$ cat src/rtl/led_frame_feeder_pkg.sv
// -----------------------------------------------------------------------------
// led_frame_feeder_pkg
// Shared constants and types for the 4x4 LED frame feeder and its mirror of
// the display scanner's slot counter.
//   LED_NLEDS       : LEDs per frame (4 rows x 4 columns)
//   LED_IDX_W       : width of the scanner slot counter
//   LED_SLOT_FIRST  : first LED slot of a frame (frame boundary)
//   LED_SLOT_LAST   : last LED slot of a frame
//   led_frame_t     : one frame bitmap, bit 4*r+c = LED at row r, column c
// -----------------------------------------------------------------------------
package led_frame_feeder_pkg;

   localparam int LED_NLEDS = 16;
   localparam int LED_IDX_W = 5;

   localparam logic [4:0] LED_SLOT_FIRST = 5'd1;
   localparam logic [4:0] LED_SLOT_LAST  = 5'd16;

   typedef logic [15:0] led_frame_t;

   // True when a slot number addresses a real LED (1..16) rather than a dead slot.
   function automatic logic slot_is_led(input logic [4:0] slot);
      return (slot >= LED_SLOT_FIRST) && (slot <= LED_SLOT_LAST);
   endfunction

endpackage

$ cat src/rtl/led_frame_feeder_if.sv
// -----------------------------------------------------------------------------
// led_frame_feeder_if
// Valid/ready frame transfer channel into the LED frame feeder.
//   frame_data  : 16-bit frame bitmap (master -> slave)
//   frame_valid : frame_data is valid   (master -> slave)
//   frame_ready : slave can take a frame (slave -> master)
// A transfer happens on any clock edge with frame_valid && frame_ready.
// -----------------------------------------------------------------------------
interface led_frame_feeder_if;
   import led_frame_feeder_pkg::*;

   led_frame_t frame_data;
   logic       frame_valid;
   logic       frame_ready;

   modport master (
      output frame_data,
      output frame_valid,
      input  frame_ready
   );

   modport slave (
      input  frame_data,
      input  frame_valid,
      output frame_ready
   );

endinterface

$ cat src/rtl/led_scan_mirror.sv
// -----------------------------------------------------------------------------
// led_scan_mirror
// Exact copy of the display scanner's 5-bit slot counter. The scanner only
// jumps from slot 16 back to slot 1 when LED 16 is dark; when LED 16 is lit it
// keeps counting through dead slots 17..31 and 0 before reaching 1 again.
//   clk             : system clock
//   rst_n           : asynchronous active-low reset (counter -> 0)
//   data_led_i      : the data_led value currently presented to the scanner
//   idx_o           : current slot number
//   idx_next_o      : slot number after the coming edge
//   boundary_next_o : the coming edge starts a new frame (next slot is 1)
// -----------------------------------------------------------------------------
module led_scan_mirror
   import led_frame_feeder_pkg::*;
(
   input  logic       clk,
   input  logic       rst_n,
   input  logic       data_led_i,
   output logic [4:0] idx_o,
   output logic [4:0] idx_next_o,
   output logic       boundary_next_o
);

   logic [4:0] idx_q;
   logic [4:0] idx_d;

   // Next slot: short wrap only after a dark LED 16, otherwise plain mod-32 step.
   always_comb begin
      idx_d = idx_q + 5'd1;
      if ((idx_q == LED_SLOT_LAST) && (data_led_i == 1'b0)) begin
         idx_d = LED_SLOT_FIRST;
      end else begin
         idx_d = idx_q + 5'd1;
      end
   end

   // Slot counter register.
   always_ff @(posedge clk or negedge rst_n) begin
      if (!rst_n) begin
         idx_q <= 5'd0;
      end else begin
         idx_q <= idx_d;
      end
   end

   assign idx_o           = idx_q;
   assign idx_next_o      = idx_d;
   assign boundary_next_o = (idx_d == LED_SLOT_FIRST);

endmodule

$ cat src/rtl/led_frame_feeder.sv
// -----------------------------------------------------------------------------
// led_frame_feeder
// Holds the frame shown on the 4x4 LED scanner and feeds it bit-serially on
// data_led in step with the scanner's slot counter. New frames arrive over a
// valid/ready channel into a shadow buffer and replace the active frame only
// at a frame boundary, so a frame is never torn.
//   clk         : system clock shared with the scanner
//   rst_n       : asynchronous active-low reset; release must coincide with
//                 the scanner's own power-up
//   frame_if    : slave side of the frame channel (data, valid, ready)
//   data_led    : serial LED data into the scanner (registered)
//   scan_idx    : mirrored scanner slot counter
//   frame_start : registered pulse during the cycle where scan_idx == 1
// -----------------------------------------------------------------------------
module led_frame_feeder
   import led_frame_feeder_pkg::*;
#(
   parameter int NLEDS = LED_NLEDS,
   parameter int IDX_W = LED_IDX_W
)
(
   input  logic                 clk,
   input  logic                 rst_n,
   led_frame_feeder_if.slave    frame_if,
   output logic                 data_led,
   output logic [IDX_W-1:0]     scan_idx,
   output logic                 frame_start
);

   logic [NLEDS-1:0] active_q;
   logic [NLEDS-1:0] active_d;
   logic [NLEDS-1:0] shadow_q;
   logic [NLEDS-1:0] shadow_d;
   logic             pending_q;
   logic             pending_d;
   logic             data_led_q;
   logic             data_led_d;
   logic             frame_start_q;
   logic             frame_start_d;

   logic [4:0]       idx_s;
   logic [4:0]       idx_next_s;
   logic             boundary_next_s;
   logic             accept_s;
   logic [4:0]       idx_next_m1_s;
   logic [3:0]       bit_sel_s;

   led_scan_mirror u_mirror (
      .clk             (clk),
      .rst_n           (rst_n),
      .data_led_i      (data_led_q),
      .idx_o           (idx_s),
      .idx_next_o      (idx_next_s),
      .boundary_next_o (boundary_next_s)
   );

   assign accept_s = frame_if.frame_valid && !pending_q;

   // Slot n shows bit n-1; for slots 1..16 the low four bits of n-1 select it
   // (slot 16 = 5'b10000 -> bit 15).
   assign idx_next_m1_s = idx_next_s - 5'd1;
   assign bit_sel_s     = idx_next_m1_s[3:0];

   // Buffer, handshake and output next-state logic.
   always_comb begin
      active_d      = active_q;
      shadow_d      = shadow_q;
      pending_d     = pending_q;
      data_led_d    = 1'b0;
      frame_start_d = 1'b0;

      // Swap uses the pre-edge pending flag; an accept on this same edge can
      // only happen with pending clear, so it never swaps immediately.
      if (boundary_next_s && pending_q) begin
         active_d  = shadow_q;
         pending_d = 1'b0;
      end else begin
         active_d  = active_q;
      end

      if (accept_s) begin
         shadow_d  = frame_if.frame_data;
         pending_d = 1'b1;
      end else begin
         shadow_d  = shadow_q;
      end

      // Output bit is taken from the post-swap frame so a new frame starts
      // cleanly at its own bit 0.
      if (slot_is_led(idx_next_s)) begin
         data_led_d = active_d[bit_sel_s];
      end else begin
         data_led_d = 1'b0;
      end

      frame_start_d = boundary_next_s;
   end

   // Buffer and output registers.
   always_ff @(posedge clk or negedge rst_n) begin
      if (!rst_n) begin
         active_q      <= '0;
         shadow_q      <= '0;
         pending_q     <= 1'b0;
         data_led_q    <= 1'b0;
         frame_start_q <= 1'b0;
      end else begin
         active_q      <= active_d;
         shadow_q      <= shadow_d;
         pending_q     <= pending_d;
         data_led_q    <= data_led_d;
         frame_start_q <= frame_start_d;
      end
   end

   assign frame_if.frame_ready = !pending_q;
   assign data_led             = data_led_q;
   assign frame_start          = frame_start_q;
   assign scan_idx             = idx_s;

endmodule

$ cat src/flat_wrapper.sv
// flat-port wrapper written by rule: the top's interface ports become plain ports
module led_frame_feeder_flat import led_frame_feeder_pkg::*;
#(
   parameter int NLEDS = LED_NLEDS,
   parameter int IDX_W = LED_IDX_W
)
  (clk, rst_n, data_led, scan_idx, frame_start, frame_if_frame_data, frame_if_frame_valid, frame_if_frame_ready);
  led_frame_feeder_if frame_if_i ();
  input  logic clk;
  input  logic rst_n;
  output logic data_led;
  output logic [IDX_W-1:0] scan_idx;
  output logic frame_start;
  input wire logic [$bits(frame_if_i.frame_data)-1:0] frame_if_frame_data;
  input wire logic [$bits(frame_if_i.frame_valid)-1:0] frame_if_frame_valid;
  output wire logic [$bits(frame_if_i.frame_ready)-1:0] frame_if_frame_ready;
  assign frame_if_i.frame_data = frame_if_frame_data;
  assign frame_if_i.frame_valid = frame_if_frame_valid;
  assign frame_if_frame_ready = frame_if_i.frame_ready;
  led_frame_feeder #(.NLEDS(NLEDS), .IDX_W(IDX_W)) u_core (.clk(clk), .rst_n(rst_n), .frame_if(frame_if_i), .data_led(data_led), .scan_idx(scan_idx), .frame_start(frame_start));
endmodule
$ cat config.mk
export PLATFORM = sky130hd
export DESIGN_NAME = led_frame_feeder_flat
export DESIGN_NICKNAME = d
export VERILOG_FILES = /design/src/rtl/led_frame_feeder_pkg.sv /design/src/rtl/led_frame_feeder_if.sv /design/src/rtl/led_scan_mirror.sv /design/src/rtl/led_frame_feeder.sv /design/src/flat_wrapper.sv
export SDC_FILE = /design/constraint.sdc
export NUM_CORES = 1
export LEC_CHECK = 0
export CAP_MARGIN = 40
export CORE_ASPECT_RATIO = 0.75
export CORE_MARGIN = 4
export CORE_UTILIZATION = 45
export DETAILED_ROUTE_END_ITERATION = 10
export PLACE_DENSITY = 0.7
export SYNTH_ARGS = -nofsm -noshare
export SYNTH_HDL_FRONTEND = slang
export SYNTH_SLANG_ARGS = --single-unit
$ cat constraint.sdc
create_clock -name clk -period 2.33 [get_ports clk]
set_input_delay 0.466 -clock clk [delete_from_list [all_inputs] [get_ports clk]]
set_output_delay 0.466 -clock clk [all_outputs]
set_load 0.1 [all_outputs]
# Yosys cells after proc, flatten, opt, wreduce, memory -nomap -nowiden
# Index checks and enable logic that the tools add are counted.
[totals]
ff_bits = 40
inputBits = 19
word_cells = 27
[classes]
n_addsub = 2
order_cmp = 3
eq_ne = 2
mux = 7
bitwise = 1
reduce_logical = 6
[op_table]
columns = ["op", "n"]
rows = [
  ["two-way mux 16 bit", 1],
  ["adder 5 x 1 -> 5 bit, second input constant", 1],
  ["== test 5 x 1 -> 1 bit, second input constant", 1],
  ["== test 5 bit, second input constant", 1],
  [">= comparator 5 x 1 -> 1 bit, second input constant", 1],
  ["less-or-equal comparator 5 bit, second input constant", 1],
  ["less-than comparator 4 x 5 -> 1 bit, second input constant", 1],
  ["two-way mux 5 bit", 1],
  ["binary-select mux 1 bit (select 4 bit)", 1],
  ["logical AND 1 bit", 4],
  ["two-way mux 1 bit", 4],
  ["subtractor 4 x 1 -> 4 bit, second input constant", 1],
  ["nonzero test 2 bit", 1],
  ["zero test 1 bit", 1],
  ["NOT 1 bit", 1],
]

# Longest topological paths before layout
# Gate-level depths: netlist of run 1.
[depth]
depth_word = 9
ltp_mapped = 10
ltp_nobuf = 8

# Modules after synthesis
# Synthesis of run 1 repeated with hierarchy kept, for this count alone.
[unflattened]
hier_cells = 137
hier_area_um2 = 1888.1
[by_module_without_submodules]
columns = ["module", "instances", "cells_per_inst", "area_each_um2", "seq_area_each_um2"]
rows = [
  ["led_frame_feeder", 1, 111, 1611.5, 875.8],
  ["led_scan_mirror", 1, 26, 276.5, 125.1],
]

# Least setup slack after synthesis of run 1
# No wires, ideal clock.
[synth_timing]
path_type = "register to register"
from = "reg u_core.u_mirror.idx_q[0] (netlist: u_core.u_mirror.idx_o[0])"
to = "reg u_core.data_led_q (netlist: u_core.data_led)"
t_arrival_ps = 2879
required_time_ps = 2198
path_slack_ps = -681
path_stages_with_launch = 10
n_path_buf = 1
path_cell_list = "dfrtp_1 inv_1 ha_1 nor4b_1 or4_4 buf_6 o2111ai_4 mux2_1 nand3_1 o211ai_2"
[synth_between]
elab_chain_cells = 9
elab_cells_between_ends = 14
cone_classes = "2 x add/sub; 2 x order compare; 2 x eq/ne; 5 x mux; 3 x reduce/logical"
[synth_rtl]
columns = ["element", "line_no", "rtl"]
rows = [
  ["from (decl)", "led_scan_mirror.sv:24", "logic [4:0] idx_q;"],
  ["from (signal assigned)", "led_scan_mirror.sv:42", "idx_q <= idx_d;"],
  ["parallel branches: the longest is 2 deep, another holds adder 5 x 1 -> 5 bit", "n/a", ""],
  ["two-way mux 5 bit *", "led_scan_mirror.sv:30", "if ((idx_q == LED_SLOT_LAST) && (data_led_i == 1'b0)) begin"],
  ["parallel branches: the longest is 5 deep, another holds subtractor 4 x 1 -> 4 bit", "n/a", ""],
  ["two-way mux 1 bit *", "led_frame_feeder.sv:90", "if (slot_is_led(idx_next_s)) begin"],
  ["net u_core.data_led_d", "led_frame_feeder.sv:37", "logic data_led_d;"],
  ["to (signal assigned)", "led_frame_feeder.sv:111", "data_led_q <= data_led_d;"],
  ["to (decl)", "led_frame_feeder.sv:36", "logic data_led_q;"],
]
# Mark *: on every way through the listed nets, which the timed path passes. The select of a mux whose other input is x is not followed.
# A chain may end at the register's enable or synchronous reset.

# Worst setup path in the final report of run 1
[layout_timing]
from = "reg u_core.u_mirror.idx_q[0] (netlist: u_core.u_mirror.idx_o[0])"
to = "reg u_core.active_q[4]"
[layout_between]
elab_chain_cells = 6
elab_cells_between_ends = 7
cone_classes = "1 x add/sub; 2 x eq/ne; 2 x mux; 2 x reduce/logical"
[layout_rtl]
columns = ["element", "line_no", "rtl"]
rows = [
  ["parallel branches: the longest is 2 deep, another holds adder 5 x 1 -> 5 bit", "n/a", ""],
  ["two-way mux 5 bit *", "led_scan_mirror.sv:30", ""],
  ["== test 5 x 1 -> 1 bit *", "led_scan_mirror.sv:48", "assign boundary_next_o = (idx_d == LED_SLOT_FIRST);"],
  ["logical AND 1 bit *", "led_frame_feeder.sv:74", "if (boundary_next_s && pending_q) begin"],
  ["two-way mux 16 bit *", "led_frame_feeder.sv:74", ""],
  ["net u_core.active_d[4]", "led_frame_feeder.sv:31", "logic [NLEDS-1:0] active_d;"],
  ["to (signal assigned)", "led_frame_feeder.sv:108", "active_q <= active_d;"],
  ["to (decl)", "led_frame_feeder.sv:30", "logic [NLEDS-1:0] active_q;"],
]
# Mark *: on every way through the listed nets, which the timed path passes.

==> run_results.csv, run 1 <==
group,metric,value,unit
outcome,status,"finished clean",
sta,finalHoldViolations,0,
sta,layout_worst_path_cycle_share,98.9,%
layout,fin_cells,248,
logic_synthesis,synth_seq_cells,40,
power,p_clk_share,22.6,%
sta,setup_viol,0,
cts,clk_latency,0.29,ns
sta,finalSetupTns,0,ns
layout,synthToLayoutAreaGrowth,25.5,%
global_route,antenna_found_initial,0,
floorplanning,fp-row-count,21,
drt,ant_nets,0,
logic_synthesis,syn_avg_cell_area,13.4,um2
cts,root_buffer,"clkbuf_8",
worst_setup_path,path_max_fanout,8,
place,portBuffers,26,
layout,layout_commonest_cell,"dfrtp_1",
layout,multiInputGateArea,0.00106,mm2
logic_synthesis,synth_top_area_share,48.1,%
worst_setup_path,startpoint_type,"register",
drt,dr.pass1.iters,5,
drt,drt_iter0_drc,48,
cts,cts_tree,"built",
floorplanning,start_util,46.6,%
drt,wirelength,4220,um
logic_synthesis,yosysWarnings,0,
logic_synthesis,synthCells,155,
place,gp_congestion,0.822,
place,dp_hpwl,2950,um
worst_setup_path,crit_path_top_delay_cell,"or4_4",
floorplanning,die_h,66.9,um
min_path,holdCritPathClass,"input port to async pin",
cts,cts-htree-levels,2,
worst_setup_path,cpPeakStageDelay,0.60,ns
layout,fin_nets,213,
cts,cts_made_buffers,5,
power,p_per_area,754,mW/mm2
worst_setup_path,cp_data_arrival_time,2.48,ns
power,power.leakage,1.14,nW
logic_synthesis,syn_nets,178,
floorplanning,die_w,86.5,um
drt,vias_per_cell,5.56,
global_route,grtUsageTotal,15.9,%
logic_synthesis,syn_area,0.00208,mm2
floorplanning,core-area,0.00447,mm2
sta,period_minus_slack,2.30,ns
drt,wire_per_inst,17.0,um
cts,cts.sinks,40,
sta,worst_hold_slack,0.156,ns
global_route,grt_max_degree,26,
global_route,globalRouteOverflowTotal,0,
logic_synthesis,ys.flop_type,"dfrtp_1",
drt,vias,1379,
floorplanning,ios,27,
global_route,grt_pass1_vias,1423,
power,pwr-share-comb,27.9,%
sta,layout_setup_ws,0.0252,ns
drt,drc,0,
logic_synthesis,synth.distinct_cells,41,
power,ir_drop,0.439,mV
sta,max_freq,0.434,GHz
logic_synthesis,synthTopCellsByArea,"dfrtp_1 48%, mux2_2 17%, mux2i_1 6.3%, buf_6 2.7%, ha_1 2.4%",
layout,antenna_cells,0,
logic_synthesis,async_flop_share,100,%
sta,rsz0062_at_grt,"true",
layout,final_area,0.00261,mm2
power,switching_share,30.9,%
power,p_sw,609,uW
layout,layout_common_cells,"35 x dfrtp_1, 17 x mux2_4, 17 x clkdlybuf4s50_1",
logic_synthesis,ys_seq_area_share,48.1,%
worst_setup_path,crit_family,"simple AND/OR/NAND/NOR gates",
sta,drv_slew,0,
floorplanning,die_area,0.00578,mm2
sta,skew,0.00595,ns
layout,regArea,0.00101,mm2
cts,path_clk_slew,0.08,ns
cts,cts.path.max_buffers,2,
sta,max_slew_margin,61.8,%
worst_setup_path,worst-setup-path-type,"register to register",
worst_setup_path,crit_chain,"ha_4 -> and4_4 -> or4_4 -> o2111ai_4 -> clkbuf_16 -> mux2_4",
layout,fill_cells,397,
worst_setup_path,cp.buffers_inverters,1,
place,placed_cells,236,
layout,drive_above_1_share,42.9,%
logic_synthesis,synth_top_area_cell,"dfrtp_1",
flow_run,maxCapViolCount,0,
logic_synthesis,synth_edf_count,0,
worst_setup_path,endpoint_kind,"register",
global_route,grt_pass1_wl,6870,um
power,pwr-share-seq,49.5,%
place,dp_slack,-0.00422,ns
worst_setup_path,worstPathRequired,2.51,ns
sta,worst_pin_slew,0.572,ns
power,p_int,1.36,mW
place,dpl-instance-area,0.00245,mm2
metal layers:
layer | vias to the layer above | global-route usage, % | routed length [um]
li1 | 643 | - | -
met2 | 28 | 24.1 | 1950
met1 | 701 | 20.1 | 1980
met3 | 7 | 4.33 | 207
met5 | - | 0 | 0
met4 | 0 | 10.1 | 84
power groups by stage:
stage	combinational [mW]	sequential (mW)	clock [mW]
after floorplan	0.348	1.04	0
after global placement	0.529	0.972	0
after detailed placement	0.545	0.985	0
after CTS	0.548	0.971	0.464
after global routing	0.585	0.999	0.492
final	0.549	0.974	0.445
what timing repair did:
| action | 4_1_cts | 5_1_grt |
|---|---|---|
| pin swaps | 0 | 4 |
| gates cloned | 0 | 1 |
| buffers inserted | 0 | 3 |
| hold endpoints to repair | 0 | 0 |
| endpoints found under the setup margin | 14 | 17 |
| gates resized for setup | 0 | 7 |
| hold buffers | 0 | 0 |
sequential cells by signal, summed over array words and instances (netlist names):
name	flops
u_core.data_led	1
u_core.frame_start	1
u_core.u_mirror.idx_o	5
u_core.pending_q	1
u_core.active_q	16
u_core.shadow_q	16
logic make-up (layout without fill, tap and decap cells):
group,after synthesis,after routing,share of synthesized area (%)
multiplexers,48,48,26.3
XOR/XNOR,2,2,0.843
adder cells (fa/ha/maj),4,4,2.41
buffers and inverters,14,50,5.17
flip-flops,40,40,48.1
AO/OA/AOI/OAI,24,24,9.75
AND/OR/NAND/NOR,23,23,7.40
final cells by class:
cell class                      instances  share of cell area, %
Timing Repair Buffer                   37                   13.9
Multi-Input combinational cell        101                   40.7
Clock inverter                          1                  0.192
Tap cell                               57                   2.73
Clock buffer                            7                   2.93
Sequential cell                        40                   38.8
Inverter                                5                  0.719
synthesized netlist by cell type, types with 2 or more instances:
cell	number
o31ai_1	2
inv_1	5
a21oi_1	2
o21ai_2	2
o22ai_1	6
clkbuf_1	2
nand2_1	6
nand3_1	3
nor2_1	2
mux2i_1	13
ha_1	4
mux2_2	32
o21ai_0	2
dfrtp_1	40
o211a_1	2
xnor2_1	2
buf_6	5
mux4_2	2
worst reg2reg max path: stages, from the launching register on:
cell	delay, ns
dfrtp_4	0.53
ha_4	0.18
and4_4	0.18
or4_4	0.60
o2111ai_4	0.18
clkbuf_16	0.23
mux2_4	0.29
path summary, 6_finish.rpt:
kind                                                    startpoint                              to  slack (ns)  cells after the start
worst max-delay path            u_core.u_mirror.idx_o[0]$_DFF_PN0_    u_core.active_q[4]$_DFF_PN0_        0.03                      6
worst min-delay path                                         rst_n   u_core.active_q[12]$_DFF_PN0_        0.16                      1
worst max register to register  u_core.u_mirror.idx_o[0]$_DFF_PN0_    u_core.active_q[4]$_DFF_PN0_        0.03                      6
worst min register to register        u_core.active_q[4]$_DFF_PN0_    u_core.active_q[4]$_DFF_PN0_        0.51                      1
max in group asynchronous                                    rst_n  u_core.shadow_q[9]$_DFFE_PN0P_        1.54                      2
min in group clk                      u_core.active_q[4]$_DFF_PN0_    u_core.active_q[4]$_DFF_PN0_        0.51                      1
per-stage QoR:
step	utilization [%]	total power, mW
6_report	58.4	1.97
5_1_grt	58.4	2.08
4_1_cts	56.7	1.98
3_5_place_dp	54.9	1.53
3_3_place_gp	54.9	1.50
2_1_floorplan	-	1.38
Note: power is estimated with default switching activity, not from simulation.
==> run 2, diff against run 1 <==
--- a/config.mk
+++ b/config.mk
@@ -5,7 +5,6 @@
 export SDC_FILE = /design/constraint.sdc
 export NUM_CORES = 1
 export LEC_CHECK = 0
-export CAP_MARGIN = 40
 export CORE_ASPECT_RATIO = 0.75
 export CORE_MARGIN = 4
 export CORE_UTILIZATION = 45
==> results of run 2 <==
Same layout as run 1: the final DEF is identical, and so are final timing and power.
==> run 3, diff against run 2 <==
--- a/config.mk
+++ b/config.mk
@@ -7,9 +7,9 @@
 export LEC_CHECK = 0
 export CORE_ASPECT_RATIO = 0.75
 export CORE_MARGIN = 4
-export CORE_UTILIZATION = 45
+export CORE_UTILIZATION = 49
 export DETAILED_ROUTE_END_ITERATION = 10
-export PLACE_DENSITY = 0.7
+export PLACE_DENSITY = 0.75
 export SYNTH_ARGS = -nofsm -noshare
 export SYNTH_HDL_FRONTEND = slang
 export SYNTH_SLANG_ARGS = --single-unit
==> run 3 against run 2 <==
Sequential power down 0.6%; critical endpoint is now u_core.data_led$_DFF_PN0_; non-clock buffer count up 2; sequential cell count unchanged.
==> run_results.csv, run 3 (synthesized netlist as in run 1, its figures left out) <==
group,metric,value,unit
outcome,status,"finished clean",
cts,root_buffer,"clkbuf_8",
worst_setup_path,cpMostUsedCell,"o31ai_2",
place,gp_congestion,0.866,
worst_setup_path,path_max_fanout,7,
worst_setup_path,cp.buffers_inverters,0,
flow_run,maxCapViolCount,0,
layout,final_util,64.6,%
sta,max_freq,0.434,GHz
drt,drc,0,
cts,cts_tree,"built",
power,power.leakage,1.16,nW
floorplanning,die_area,0.00536,mm2
floorplanning,die_h,64.4,um
floorplanning,core-area,0.00408,mm2
worst_setup_path,rr_startpoint,"u_core.u_mirror.idx_o[0]$_DFF_PN0_",
sta,layout_worst_path_cycle_share,98.9,%
global_route,grtUsageTotal,16.4,%
worst_setup_path,rr_worst_depth,7,
sta,period_minus_slack,2.30,ns
min_path,holdCritPathClass,"input port to async pin",
drt,ant_nets,0,
drt,vias,1352,
cts,cts.sinks,40,
worst_setup_path,startpoint_type,"register",
layout,synthToLayoutAreaGrowth,26.7,%
global_route,grt_pass1_vias,1361,
worst_setup_path,crit_chain,"ha_4 -> and4_4 -> or4_4 -> mux2i_1 -> o31ai_2 -> o31ai_2 -> o211ai_2",
sta,max_slew_margin,53.9,%
sta,skew,0.00441,ns
worst_setup_path,worstPathRequired,2.54,ns
drt,dr.pass1.iters,4,
drt,wire_per_inst,16.7,um
worst_setup_path,r2r_setup_slack,0.03,ns
power,power,2.10,mW
layout,drive_above_1_share,44.6,%
sta,worst_pin_slew,0.691,ns
layout,layout_commonest_cell,"dfrtp_1",
sta,finalSetupTns,0,ns
place,dp_slack,-0.0342,ns
cts,clk_latency,0.28,ns
worst_setup_path,reg2reg_to,"u_core.data_led$_DFF_PN0_",
floorplanning,ios,27,
power,p_per_area,797,mW/mm2
worst_setup_path,crit_path_top_delay_cell,"or4_4",
drt,wirelength,4150,um
worst_setup_path,endpoint_kind,"register",
cts,cts-htree-levels,2,
sta,setup_viol,0,
worst_setup_path,worst-setup-path-type,"register to register",
floorplanning,fp-row-count,20,
global_route,globalRouteOverflowTotal,0,
drt,vias_per_cell,5.45,
global_route,grt_max_degree,32,
sta,layout_setup_ws,0.0268,ns
drt,drt_iter0_drc,40,
cts,cts.path.max_buffers,2,
global_route,antenna_found_initial,0,
global_route,grt_pass1_wl,6810,um
cts,cts_made_buffers,5,
power,ir_drop,0.512,mV
floorplanning,die_w,83.2,um
worst_setup_path,cpPeakStageDelay,0.59,ns
sta,rsz0062_at_grt,"true",
place,portBuffers,26,
place,dp_hpwl,2990,um
cts,hold_buffers,0,
cts,path_clk_slew,0.08,ns
layout,antenna_cells,0,
floorplanning,start_util,51.0,%
sta,finalHoldViolations,0,
worst_setup_path,crit_family,"simple AND/OR/NAND/NOR gates",
layout,layout_common_cells,"35 x dfrtp_1, 18 x buf_4, 17 x mux2_4, 17 x clkdlybuf4s50_1, 16 x mux2_2",
layout,fin_nets,215,
sta,drv_slew,0,
worst_setup_path,cp_data_arrival_time,2.51,ns
[run 3: cell types whose count changed in the layout (fill, tap and decap cells not counted), sizes merged]
cell and change:
clkbuf -2, buf +3, bufinv +1
[run 3: worst max-delay path by stage]
stage	startpoint	to	slack, ns	cells after the start
final	u_core.u_mirror.idx_o[0]$_DFF_PN0_	u_core.data_led$_DFF_PN0_	0.03	7
after floorplan	u_core.u_mirror.idx_o[0]$_DFF_PN0_	u_core.active_q[10]$_DFF_PN0_	-0.14	8
after global routing	u_core.u_mirror.idx_o[0]$_DFF_PN0_	u_core.data_led$_DFF_PN0_	-0.07	7
after global placement	u_core.u_mirror.idx_o[0]$_DFF_PN0_	u_core.data_led$_DFF_PN0_	0.05	9
after CTS	u_core.u_mirror.idx_o[0]$_DFF_PN0_	u_core.data_led$_DFF_PN0_	0.008	9
after detailed placement	u_core.u_mirror.idx_o[0]$_DFF_PN0_	u_core.data_led$_DFF_PN0_	-0.03	9
[run 3: worst register-to-register path: cells and delay by family, from the launching register on]
kind                       cells  cell delay (ns)
and+or+nand+nor                2             0.77
AOI/OAI and AO/OA              3             0.58
DFF                            1             0.52
adders and majority gates      1             0.18
muxes                          1             0.17
[run 3: final cells by class]
cell class / count / area, um2
clock buffers: 6 / 82.6
repair buffers: 39 / 348
fillers: 307 / 1450
multi-input cells: 101 / 1060
clock inverters: 2 / 38.8
inverters: 5 / 18.8
well taps: 55 / 68.8
flip-flops and latches: 40 / 1010
[run 3: layer usage]
| metal | vias up | part of all wire [%] | global-route usage [%] | wire [um] |
|---|---|---|---|---|
| met1 | 665 | 43 | 20.5 | 1800 |
| met2 | 34 | 50 | 27.0 | 2070 |
| met3 | 6 | 4.5 | 4.32 | 188 |
| li1 | 647 | - | - | - |
| met5 | - | 0 | 0 | 0 |
| met4 | 0 | 2.1 | 6.94 | 88 |
[run 3: metrics by stage]
step / cells / cell area, um2 / hold WS [ns]
2_1_floorplan: 155 / 2170 / 0.170
3_3_place_gp: 236 / 2450 / 0.488
3_5_place_dp: 236 / 2450 / 0.495
4_1_cts: 245 / 2590 / 0.231
5_1_grt: 248 / 2630 / 0.264
6_report: 248 / 2630 / 0.218
[run 3: where the power goes]
| group | switching (mW) | internal, mW | total (mW) |
|---|---|---|---|
| registers | 0.113 | 0.855 | 0.968 |
| logic | 0.254 | 0.291 | 0.546 |
| clock network | 0.234 | 0.350 | 0.584 |
| total | 0.602 | 1.50 | 2.10 |
[run 3: timing repair]
action | CTS | global route
setup endpoints to repair | 1 | 17
setup buffers | 1 | 3
pin swaps | 1 | 3
cloned | 0 | 0
resized for setup | 2 | 5
